===== src/rtl/video_mono_filter_pkg.sv =====
// Shared encodings and default luma weights for the monochrome video filter.
package video_mono_filter_pkg;

  // Requested/applied tint modes; codes 5-7 fall back to colour pass-through.
  localparam logic [2:0] MODE_COLOUR  = 3'd0;
  localparam logic [2:0] MODE_GREEN   = 3'd1;
  localparam logic [2:0] MODE_AMBER   = 3'd2;
  localparam logic [2:0] MODE_GREY    = 3'd3;
  localparam logic [2:0] MODE_REVERSE = 3'd4;

  // Rec.709 luma weights in /256 fixed point, and the default channel width.
  localparam int DEF_CW = 6;
  localparam int DEF_WR = 54;
  localparam int DEF_WG = 183;
  localparam int DEF_WB = 19;

endpackage


===== src/rtl/video_mono_filter_luma.sv =====
// Two-stage luma pipeline: weighted products, then rounded/saturated sum.
// Colour and sync sideband ride along so everything stays pixel-aligned.
module video_mono_filter_luma
  import video_mono_filter_pkg::*;
#(
  parameter int   CW     = DEF_CW,
  parameter int   WR     = DEF_WR,
  parameter int   WG     = DEF_WG,
  parameter int   WB     = DEF_WB,
  parameter logic HS_POL = 1'b0,
  parameter logic VS_POL = 1'b0
) (
  input  logic          clk_vga,
  input  logic          rst_n,
  input  logic [CW-1:0] r_in,
  input  logic [CW-1:0] g_in,
  input  logic [CW-1:0] b_in,
  input  logic          hs_in,
  input  logic          vs_in,
  input  logic          de_in,
  output logic [CW-1:0] y_p2,
  output logic [CW-1:0] r_p2,
  output logic [CW-1:0] g_p2,
  output logic [CW-1:0] b_p2,
  output logic          de_p2,
  output logic          hs_p1,
  output logic          vs_p1,
  output logic          hs_p2,
  output logic          vs_p2
);

  localparam int          PW   = CW + 8;
  localparam int          SW   = CW + 10;
  localparam logic [CW-1:0] MAXV = '1;

  // Round to nearest on the /256 scale.
  function automatic logic [SW-1:0] round_q8(input logic [SW-1:0] s);
    logic [SW-1:0] t;
    t = s + SW'(128);
    return t >> 8;
  endfunction

  // Clamp to the channel range in case the weights sum above 256.
  function automatic logic [CW-1:0] sat_cw(input logic [SW-1:0] v);
    if (v > SW'(MAXV)) return MAXV;
    return v[CW-1:0];
  endfunction

  logic [PW-1:0] pr_p1_d, pr_p1_q, pg_p1_d, pg_p1_q, pb_p1_d, pb_p1_q;
  logic [CW-1:0] r_p1_q, g_p1_q, b_p1_q;
  logic          de_p1_q, hs_p1_q, vs_p1_q;
  logic [SW-1:0] sum_p2;
  logic [CW-1:0] y_p2_d, y_p2_q, r_p2_q, g_p2_q, b_p2_q;
  logic          de_p2_q, hs_p2_q, vs_p2_q;

  // S1 products.
  always_comb begin
    pr_p1_d = PW'(r_in) * PW'(WR);
    pg_p1_d = PW'(g_in) * PW'(WG);
    pb_p1_d = PW'(b_in) * PW'(WB);
  end

  // S1 registers: products plus delayed colour and sideband.
  always_ff @(posedge clk_vga) begin
    if (!rst_n) begin
      pr_p1_q <= '0;
      pg_p1_q <= '0;
      pb_p1_q <= '0;
      r_p1_q  <= '0;
      g_p1_q  <= '0;
      b_p1_q  <= '0;
      de_p1_q <= 1'b0;
      hs_p1_q <= ~HS_POL;
      vs_p1_q <= ~VS_POL;
    end else begin
      pr_p1_q <= pr_p1_d;
      pg_p1_q <= pg_p1_d;
      pb_p1_q <= pb_p1_d;
      r_p1_q  <= r_in;
      g_p1_q  <= g_in;
      b_p1_q  <= b_in;
      de_p1_q <= de_in;
      hs_p1_q <= hs_in;
      vs_p1_q <= vs_in;
    end
  end

  // S2 sum, round and saturate.
  always_comb begin
    sum_p2 = SW'(pr_p1_q) + SW'(pg_p1_q) + SW'(pb_p1_q);
    y_p2_d = sat_cw(round_q8(sum_p2));
  end

  // S2 registers: luma plus delayed colour and sideband.
  always_ff @(posedge clk_vga) begin
    if (!rst_n) begin
      y_p2_q  <= '0;
      r_p2_q  <= '0;
      g_p2_q  <= '0;
      b_p2_q  <= '0;
      de_p2_q <= 1'b0;
      hs_p2_q <= ~HS_POL;
      vs_p2_q <= ~VS_POL;
    end else begin
      y_p2_q  <= y_p2_d;
      r_p2_q  <= r_p1_q;
      g_p2_q  <= g_p1_q;
      b_p2_q  <= b_p1_q;
      de_p2_q <= de_p1_q;
      hs_p2_q <= hs_p1_q;
      vs_p2_q <= vs_p1_q;
    end
  end

  assign y_p2  = y_p2_q;
  assign r_p2  = r_p2_q;
  assign g_p2  = g_p2_q;
  assign b_p2  = b_p2_q;
  assign de_p2 = de_p2_q;
  assign hs_p1 = hs_p1_q;
  assign vs_p1 = vs_p1_q;
  assign hs_p2 = hs_p2_q;
  assign vs_p2 = vs_p2_q;

endmodule


===== src/rtl/video_mono_filter.sv =====
// Colour-to-monochrome post-processor: luma, tint, scanline dim, blanking.
// Mode is latched on vsync leading edges so a frame never changes tint mid-way.
module video_mono_filter
  import video_mono_filter_pkg::*;
#(
  parameter int   CW     = DEF_CW,
  parameter int   WR     = DEF_WR,
  parameter int   WG     = DEF_WG,
  parameter int   WB     = DEF_WB,
  parameter logic HS_POL = 1'b0,
  parameter logic VS_POL = 1'b0
) (
  input  logic          clk_vga,
  input  logic          rst_n,
  input  logic [2:0]    mode_in,
  input  logic          scan_en,
  input  logic [CW-1:0] r_in,
  input  logic [CW-1:0] g_in,
  input  logic [CW-1:0] b_in,
  input  logic          hs_in,
  input  logic          vs_in,
  input  logic          de_in,
  output logic [CW-1:0] r_out,
  output logic [CW-1:0] g_out,
  output logic [CW-1:0] b_out,
  output logic          hs_out,
  output logic          vs_out,
  output logic [3:0]    mode_act
);

  localparam logic [CW-1:0] MAXV = '1;

  logic [CW-1:0] y_p2, r_p2, g_p2, b_p2;
  logic          de_p2, hs_p1, vs_p1, hs_p2, vs_p2;
  logic          hs_lead, vs_lead;
  logic [3:0]    mode_d, mode_q;
  logic          par_d, par_q;
  logic [CW-1:0] tr, tg, tb;
  logic [CW-1:0] r_p3_d, r_p3_q, g_p3_d, g_p3_q, b_p3_d, b_p3_q;
  logic          hs_p3_d, hs_p3_q, vs_p3_d, vs_p3_q;

  video_mono_filter_luma #(
    .CW(CW), .WR(WR), .WG(WG), .WB(WB), .HS_POL(HS_POL), .VS_POL(VS_POL)
  ) u_luma (
    .clk_vga(clk_vga), .rst_n(rst_n),
    .r_in(r_in), .g_in(g_in), .b_in(b_in),
    .hs_in(hs_in), .vs_in(vs_in), .de_in(de_in),
    .y_p2(y_p2), .r_p2(r_p2), .g_p2(g_p2), .b_p2(b_p2), .de_p2(de_p2),
    .hs_p1(hs_p1), .vs_p1(vs_p1), .hs_p2(hs_p2), .vs_p2(vs_p2)
  );

  // Frame/line tracking on S1 syncs; S2 copy serves as the previous sample.
  always_comb begin
    hs_lead = (hs_p1 == HS_POL) && (hs_p2 != HS_POL);
    vs_lead = (vs_p1 == VS_POL) && (vs_p2 != VS_POL);
    mode_d  = mode_q;
    par_d   = par_q;
    if (vs_lead) begin
      mode_d = {scan_en, mode_in};
      par_d  = 1'b0;
    end else if (hs_lead) begin
      par_d  = ~par_q;
    end
  end

  // Mode latch and line parity.
  always_ff @(posedge clk_vga) begin
    if (!rst_n) begin
      mode_q <= '0;
      par_q  <= 1'b0;
    end else begin
      mode_q <= mode_d;
      par_q  <= par_d;
    end
  end

  // S3 tint, scanline dim and blanking.
  always_comb begin
    tr = r_p2;
    tg = g_p2;
    tb = b_p2;
    case (mode_q[2:0])
      MODE_GREEN:   begin tr = '0;          tg = y_p2;        tb = '0;          end
      MODE_AMBER:   begin tr = y_p2;        tg = y_p2 >> 1;   tb = '0;          end
      MODE_GREY:    begin tr = y_p2;        tg = y_p2;        tb = y_p2;        end
      MODE_REVERSE: begin tr = MAXV - y_p2; tg = MAXV - y_p2; tb = MAXV - y_p2; end
      default: ;
    endcase
    if (mode_q[3] && par_q) begin
      tr = tr >> 1;
      tg = tg >> 1;
      tb = tb >> 1;
    end
    if (!de_p2) begin
      tr = '0;
      tg = '0;
      tb = '0;
    end
    r_p3_d  = tr;
    g_p3_d  = tg;
    b_p3_d  = tb;
    hs_p3_d = hs_p2;
    vs_p3_d = vs_p2;
  end

  // S3 output registers.
  always_ff @(posedge clk_vga) begin
    if (!rst_n) begin
      r_p3_q  <= '0;
      g_p3_q  <= '0;
      b_p3_q  <= '0;
      hs_p3_q <= ~HS_POL;
      vs_p3_q <= ~VS_POL;
    end else begin
      r_p3_q  <= r_p3_d;
      g_p3_q  <= g_p3_d;
      b_p3_q  <= b_p3_d;
      hs_p3_q <= hs_p3_d;
      vs_p3_q <= vs_p3_d;
    end
  end

  assign r_out    = r_p3_q;
  assign g_out    = g_p3_q;
  assign b_out    = b_p3_q;
  assign hs_out   = hs_p3_q;
  assign vs_out   = vs_p3_q;
  assign mode_act = mode_q;

endmodule


===== config.mk =====
export PLATFORM = sky130hd
export DESIGN_NAME = video_mono_filter
export DESIGN_NICKNAME = d
export VERILOG_FILES = /design/src/rtl/video_mono_filter_pkg.sv /design/src/rtl/video_mono_filter_luma.sv /design/src/rtl/video_mono_filter.sv
export SDC_FILE = /design/constraint.sdc
export NUM_CORES = 1
export LEC_CHECK = 0
export BUFFER_PORTS_ARGS = -buffer_cell sky130_fd_sc_hd__buf_4
export CAP_MARGIN = 10
export CORE_MARGIN = 4
export CORE_UTILIZATION = 60
export DETAILED_ROUTE_END_ITERATION = 16
export PLACE_DENSITY = 0.9
export SLEW_MARGIN = 20
export SYNTH_ARGS = -nofsm -noshare
export SYNTH_HDL_FRONTEND = slang
export SYNTH_SLANG_ARGS = --single-unit

===== constraint.sdc =====
create_clock -name clk_vga -period 6.6 [get_ports clk_vga]
set_clock_uncertainty 0.1 [all_clocks]
set_input_delay 1.32 -clock clk_vga [delete_from_list [all_inputs] [get_ports clk_vga]]
set_output_delay 1.32 -clock clk_vga [all_outputs]
set_load 0.05 [all_outputs]

After elaboration in Yosys (flattened, before gate mapping)
Cells that the tools add are included.

cells by class
  $add $sub $neg = 4
  $mul = 3
  order comparisons = 1
  equal/unequal tests = 4
  mux-type cells = 9
  bitwise logic cells = 5
  reduce and logical (&&, ||, !) cells = 9

operator list
  kind                     number
  $pmux W6 S3              3
  $mul A6 B5 Y11 const B   2
  $add A16 B14 Y16         1
  $add A16 B8 Y16 const B  1
  $add A14 B14 Y15         1
  $mux W5                  3
  $mul A6 B8 Y14 const B   1
  $mux W6                  2
  $gt A8 B6 Y1 const B     1
  $reduce_or A2 Y1         4
  $eq A3 B2 Y1 const B     2
  $sub A6 B6 Y6 const A    1
  $not A1 Y1               5
  $eq A3 B1 Y1 const B     1
  $eq A3 B3 Y1 const B     1
  $logic_and A1 B1 Y1      3
  $reduce_or A3 Y1         1
  $reduce_and A2 Y1        1
  $mux W1                  1

word-level totals
  bits in registers = 115
  input port bits = 27
  output and inout port bits = 24
  word-level logic and storage cells = 63

Longest topological paths before layout
  depth in word-level cells = 6
  depth in mapped cells = 17
  mapped depth without buffers = 17

Cells and area by module
Synthesis repeated with hierarchy kept, for this count alone.

second synthesis, totals
  cells, all modules = 691
  area, all modules = 6652.6 um^2

modules (own cells, without submodules)
  module                  times used  cells an instance  area an instance (um^2)  seq. area each (um^2)
  video_mono_filter_luma  1           525                5200.0                   1621.6
  video_mono_filter       1           166                1452.6                   500.5

Worst setup path before layout
OpenSTA, ideal clock, no wires.

  kind = input -> register
  start = input port g_in[3]
  end = register u_luma.pg_p1_q[13]
  setup time = 0.128 ns
  arrival time = 4.290 ns
  required time = 6.372 ns
  slack = 2.083 ns
  stages = 12
  path buffers = 0
  path through = fa_1 inv_1 fa_1 fa_1 inv_1 ha_1 a21oi_1 o211ai_1 o41ai_1 o21ai_0 xnor2_1 nor2_1

between the ends
  word-level cells in the longest chain between the ends = 1

RTL lines
  element               RTL line                      source
  from (decl)           video_mono_filter.sv:18       input logic [CW-1:0] g_in,
  $mul A6 B8 Y14        video_mono_filter_luma.sv:59  pg_p1_d = PW'(g_in) * PW'(WG);
  to (signal assigned)  video_mono_filter_luma.sv:77  pg_p1_q <= pg_p1_d;
  to (decl)             video_mono_filter_luma.sv:49  logic [PW-1:0] pr_p1_d, pr_p1_q, pg_p1_d, pg_p1_q, pb_p1_d, pb_p1_q;

No other way between the ends.
A chain may end at the register's enable or synchronous reset.

Worst setup path after layout
Ends and elaborated chain as after synthesis.

==> tab_implementation.tex <==
\begin{tabular}{lr}
\hline
Metric & Value \\
\hline
\multicolumn{2}{l}{\textbf{Final layout}} \\
\quad Final core area utilization & 67.3\% \\
\quad Area growth from synthesis to layout & 9.79\% \\
\quad Layout cells sized above 1 & 11.1\% \\
\quad Fill count & 848 \\
\quad \# diodes & 0 \\
\quad Number of nets at the end of the flow & 915 \\
\quad Non-filler cells in the finished layout & 916 \\
\multicolumn{2}{l}{\textbf{Global route}} \\
\quad Initial antenna violation count & 0 \\
\quad Wire length of the first global-routing pass & 23.5 mm \\
\quad Overall global routing resource usage & 22.2\% \\
\quad Gr ovfl total & 0 \\
\quad Number of global-route vias before repair & 5166 \\
\quad Pin count of the biggest net entering global routing & 60 \\
\multicolumn{2}{l}{\textbf{Route}} \\
\quad Number of vias in the routed layout & 5252 \\
\quad DRT antenna net count & 0 \\
\quad Starting DRC count in detailed routing & 394 \\
\quad Initial DRT Pass Iterations & 7 \\
\quad DRC Markers & 0 \\
\quad Final wirelength & 14.0 mm \\
\quad Post-detailed-route wirelength per cell & 15.3 um \\
\quad Via density per instance & 5.73 \\
\multicolumn{2}{l}{\textbf{Clock tree}} \\
\quad Clk slew on worst S/H paths & 100 ps \\
\quad CTS buffer count & 9 \\
\quad CTS max path bufs & 2 \\
\quad H-tree depth & 3 \\
\quad Count of buffers added by post-CTS timing repair for setup & 0 \\
\quad Insertion delay to the later sink of the worst-skew pair & 360 ps \\
\quad TritonCTS clock tree & built \\
\quad CTS Hold Bufs & 0 \\
\quad Count of cells resized by post-cts repair & 0 \\
\quad Clock Tree Root & sky130\_fd\_sc\_hd\_\_clkbuf\_8 \\
\quad TritonCTS sink count & 106 \\
\multicolumn{2}{l}{\textbf{Power and ir drop}} \\
\quad Switching power share of the total & 40.0\% \\
\quad Largest voltage drop on the vdd net & 0.201 mV \\
\quad Switching pwr & 916 uW \\
\quad Proportion of power drawn by the clock network & 16.2\% \\
\quad Part of the power in registers & 33.6\% \\
\quad Leakage power & 3.42 nW \\
\quad Cell Pwr Density & 314 nW/um\^{}2 \\
\quad Internal portion of total power & 1.37 mW \\
\quad Logic gate share of total power & 50.1\% \\
\multicolumn{2}{l}{\textbf{Logic synthesis}} \\
\quad Main flop type after synthesis & sky130\_fd\_sc\_hd\_\_dfxtp\_1 \\
\quad Average footprint of a synthesized cell & 9.06 um\^{}2 \\
\quad Share of synthesized area occupied by flip-flops and latches & 31.9\% \\
\quad Dominant cells by area after synthesis & sky130\_fd\_sc\_hd\_\_dfxtp\_1, sky130\_fd\_sc\_hd\_\_ha\_1, sky130\_fd\_sc\_hd\_\_fa\_1 \\
\quad Syn Std Cell Area & 6640 um\^{}2 \\
\quad Fraction of post-synthesis cell area in the top cell type by area & 31.9\% \\
\quad Largest area contributor in the netlist & sky130\_fd\_sc\_hd\_\_dfxtp\_1 \\
\quad FFs w/ async S/R, synth & 0\% \\
\quad Number of different library cells in the post-synthesis netlist & 64 \\
\quad Number of synthesized register bits & 106 \\
\quad Cells after Synth & 733 \\
\quad Number of warning messages in the yosys log & 0 \\
\quad Post-Synthesis Net Count & 877 \\
\quad Most frequent cell after synthesis & sky130\_fd\_sc\_hd\_\_dfxtp\_1 \\
\quad Commonest cells in the netlist & sky130\_fd\_sc\_hd\_\_dfxtp\_1, sky130\_fd\_sc\_hd\_\_ha\_1, sky130\_fd\_sc\_hd\_\_inv\_1 \\
\quad Number of enable-type register cells in the synthesized netlist & 0 \\
\multicolumn{2}{l}{\textbf{Timing}} \\
\quad Achievable Freq & 218 MHz \\
\quad Count of pins over their slew limit & 0 \\
\quad Total negative setup slack & 0 ps \\
\quad Shortest period the worst path allows & 4590 ps \\
\quad Max-Slew Margin vs Limit & 29.0\% \\
\quad Actual slew at the worst max-slew pin & 1060 ps \\
\quad Final number of hold-violating endpoints & 0 \\
\quad Unrepaired setup endpoints after global routing & false \\
\quad Fraction of the cycle the final worst path needs & 69.6\% \\
\quad PnR worst setup slack & 2010 ps \\
\quad Finish-stage setup viols & 0 \\
\multicolumn{2}{l}{\textbf{Status}} \\
\quad Run status & completed \\
\multicolumn{2}{l}{\textbf{Worst setup path}} \\
\quad Crit path cell chain & buf\_4 -> fa\_1 -> inv\_1 -> fa\_1 -> fa\_1 -> inv\_1 -> ha\_1 -> a21oi\_1 -> o211ai\_1 -> o41ai\_1 -> o21ai\_0 -> xnor2\_1 -> nor2\_1 \\
\quad Cell seen most often among critical-path stages & sky130\_fd\_sc\_hd\_\_fa\_1 \\
\quad Maximum cell stage delay along the critical path & 550 ps \\
\quad Req. time, crit path & 6730 ps \\
\quad Largest fanout on the critical path & 5 \\
\quad Worst Setup Start Kind & primary input \\
\quad Critical Path Slowest Stage Cell & sky130\_fd\_sc\_hd\_\_fa\_1 \\
\quad Critical path class & in -> reg \\
\quad Kind of end point of the critical path & register \\
\quad Worst path arrival time & 4720 ps \\
\multicolumn{2}{l}{\textbf{Placed design}} \\
\quad Detailed placement HPWL & 11.0 mm \\
\quad PortBufs & 50 \\
\quad Count of placed standard cells including taps & 900 \\
\quad Worst slack at placement & 1640 ps \\
\quad Global placement routability congestion & 0.916 \\
\multicolumn{2}{l}{\textbf{Worst hold path}} \\
\quad Hold Path Class & reg -> reg \\
\multicolumn{2}{l}{\textbf{Floorplan}} \\
\quad Die Span Y & 113 um \\
\quad Die Outline Area & 12800 um\^{}2 \\
\quad Initial core utilization & 61.3\% \\
\quad Area of the core & 10800 um\^{}2 \\
\quad I/O pin total & 51 \\
\quad Number of rows in the core area & 38 \\
\quad Width of the chip & 113 um \\
\multicolumn{2}{l}{\textbf{Run}} \\
\quad Max-cap check violation count & 0 \\
\hline
\end{tabular}
[state kept, by name, indices dropped and copies added (netlist names), 4 cells and up]
signal / count
u_luma.b_p2: 6
g_out: 6
b_out: 6
u_luma.r_p1_q: 6
u_luma.g_p2: 6
u_luma.pb_p1_q: 10
r_out: 6
u_luma.g_p1_q: 6
u_luma.b_p1_q: 6
mode_act: 4
u_luma.pr_p1_q: 10
u_luma.y_p2: 6
u_luma.r_p2: 6
u_luma.pg_p1_q: 13
[final cells by class]
type                            count  area, um^2  area share [%]
Multi-Input combinational cell    514        4090            56.1
Sequential cell                   106        2120            29.1
Timing Repair Buffer               52         390            5.35
Inverter                           88         330            4.53
Tap cell                          140         175            2.40
Clock buffer                       11         151            2.08
Clock inverter                      5        35.0           0.480
[cell usage in the layout, fill, tap and decap left out, types with 7 or more instances in the layout]
cell type                  count
sky130_fd_sc_hd__buf_4        52
sky130_fd_sc_hd__xnor2_1      17
sky130_fd_sc_hd__clkbuf_8     11
sky130_fd_sc_hd__dfxtp_1     106
sky130_fd_sc_hd__nor2_1       45
sky130_fd_sc_hd__nand2_1      32
sky130_fd_sc_hd__a22o_1        8
sky130_fd_sc_hd__a21oi_1      38
sky130_fd_sc_hd__a21o_1        8
sky130_fd_sc_hd__and2_1       45
sky130_fd_sc_hd__nand2b_1     24
sky130_fd_sc_hd__o22ai_1      16
sky130_fd_sc_hd__o21ai_0      30
sky130_fd_sc_hd__a222oi_1      7
sky130_fd_sc_hd__nor3_1       17
sky130_fd_sc_hd__inv_1        87
sky130_fd_sc_hd__xor2_1       11
sky130_fd_sc_hd__a221oi_1      8
sky130_fd_sc_hd__ha_1         96
sky130_fd_sc_hd__nand3_1      12
sky130_fd_sc_hd__fa_1         21
[path summary, 6_finish.rpt]
kind	start	end	slack, ps	cells after the start
min	u_luma.r_p1_q[4]	u_luma.r_p2[4]	340	1
min reg2reg	u_luma.r_p1_q[4]	u_luma.r_p2[4]	340	1
max	g_in[3]	u_luma.pg_p1_q[13]	2010	13
max reg2reg	u_luma.r_p1_q[0]	u_luma.y_p2[4]	2630	15
[kinds of logic after synthesis]
kind of cell | share of synthesized area (%)
multiplexers | 1.30
buffers and inverters | 6.50
AO/OA/AOI/OAI | 16.9
XOR/XNOR | 3.69
flip-flops | 31.9
adder cells (fa/ha/maj) | 24.4
AND/OR/NAND/NOR | 15.2
[worst max-delay path, delay by kind of cell]
kind / cells / cell delay (ps)
AOI/OAI and AO/OA: 4 / 990
xor gates and xnor gates: 1 / 180
adders and majority gates: 4 / 1930
buffers and inverters: 3 / 250
and+or+nand+nor: 1 / 50
[metal layers]
layer  GRT usage (%)  routed length (um)  part of all wire [%]  up-vias
li1                -                   -                     -     2604
met1            26.2                5790                    41     2475
met2            41.0                7240                    52      141
met4            8.41                 390                   2.8        0
met3            2.67                 590                   4.2       32
met5               0                   0                     0        -
[metrics by stage]
step / hold slack, ps / total power, mW / instance area [um^2]
final: 340 / 2.29 / 7290
after CTS: 341 / 2.28 / 7290
after global routing: 349 / 2.47 / 7290
after detailed placement: 319 / 1.90 / 7110
after floorplan: 302 / 1.65 / 6640
after global placement: 313 / 1.83 / 7110
[power groups by stage]
| stage | combinational (mW) | sequential (mW) | clock [mW] |
|---|---|---|---|
| after floorplan | 0.880 | 0.773 | 0 |
| final | 1.15 | 0.770 | 0.372 |
| after CTS | 1.13 | 0.769 | 0.379 |
| after detailed placement | 1.12 | 0.782 | 0 |
| after global placement | 1.05 | 0.781 | 0 |
| after global routing | 1.29 | 0.776 | 0.405 |
Power figures use the tool's default switching activity.
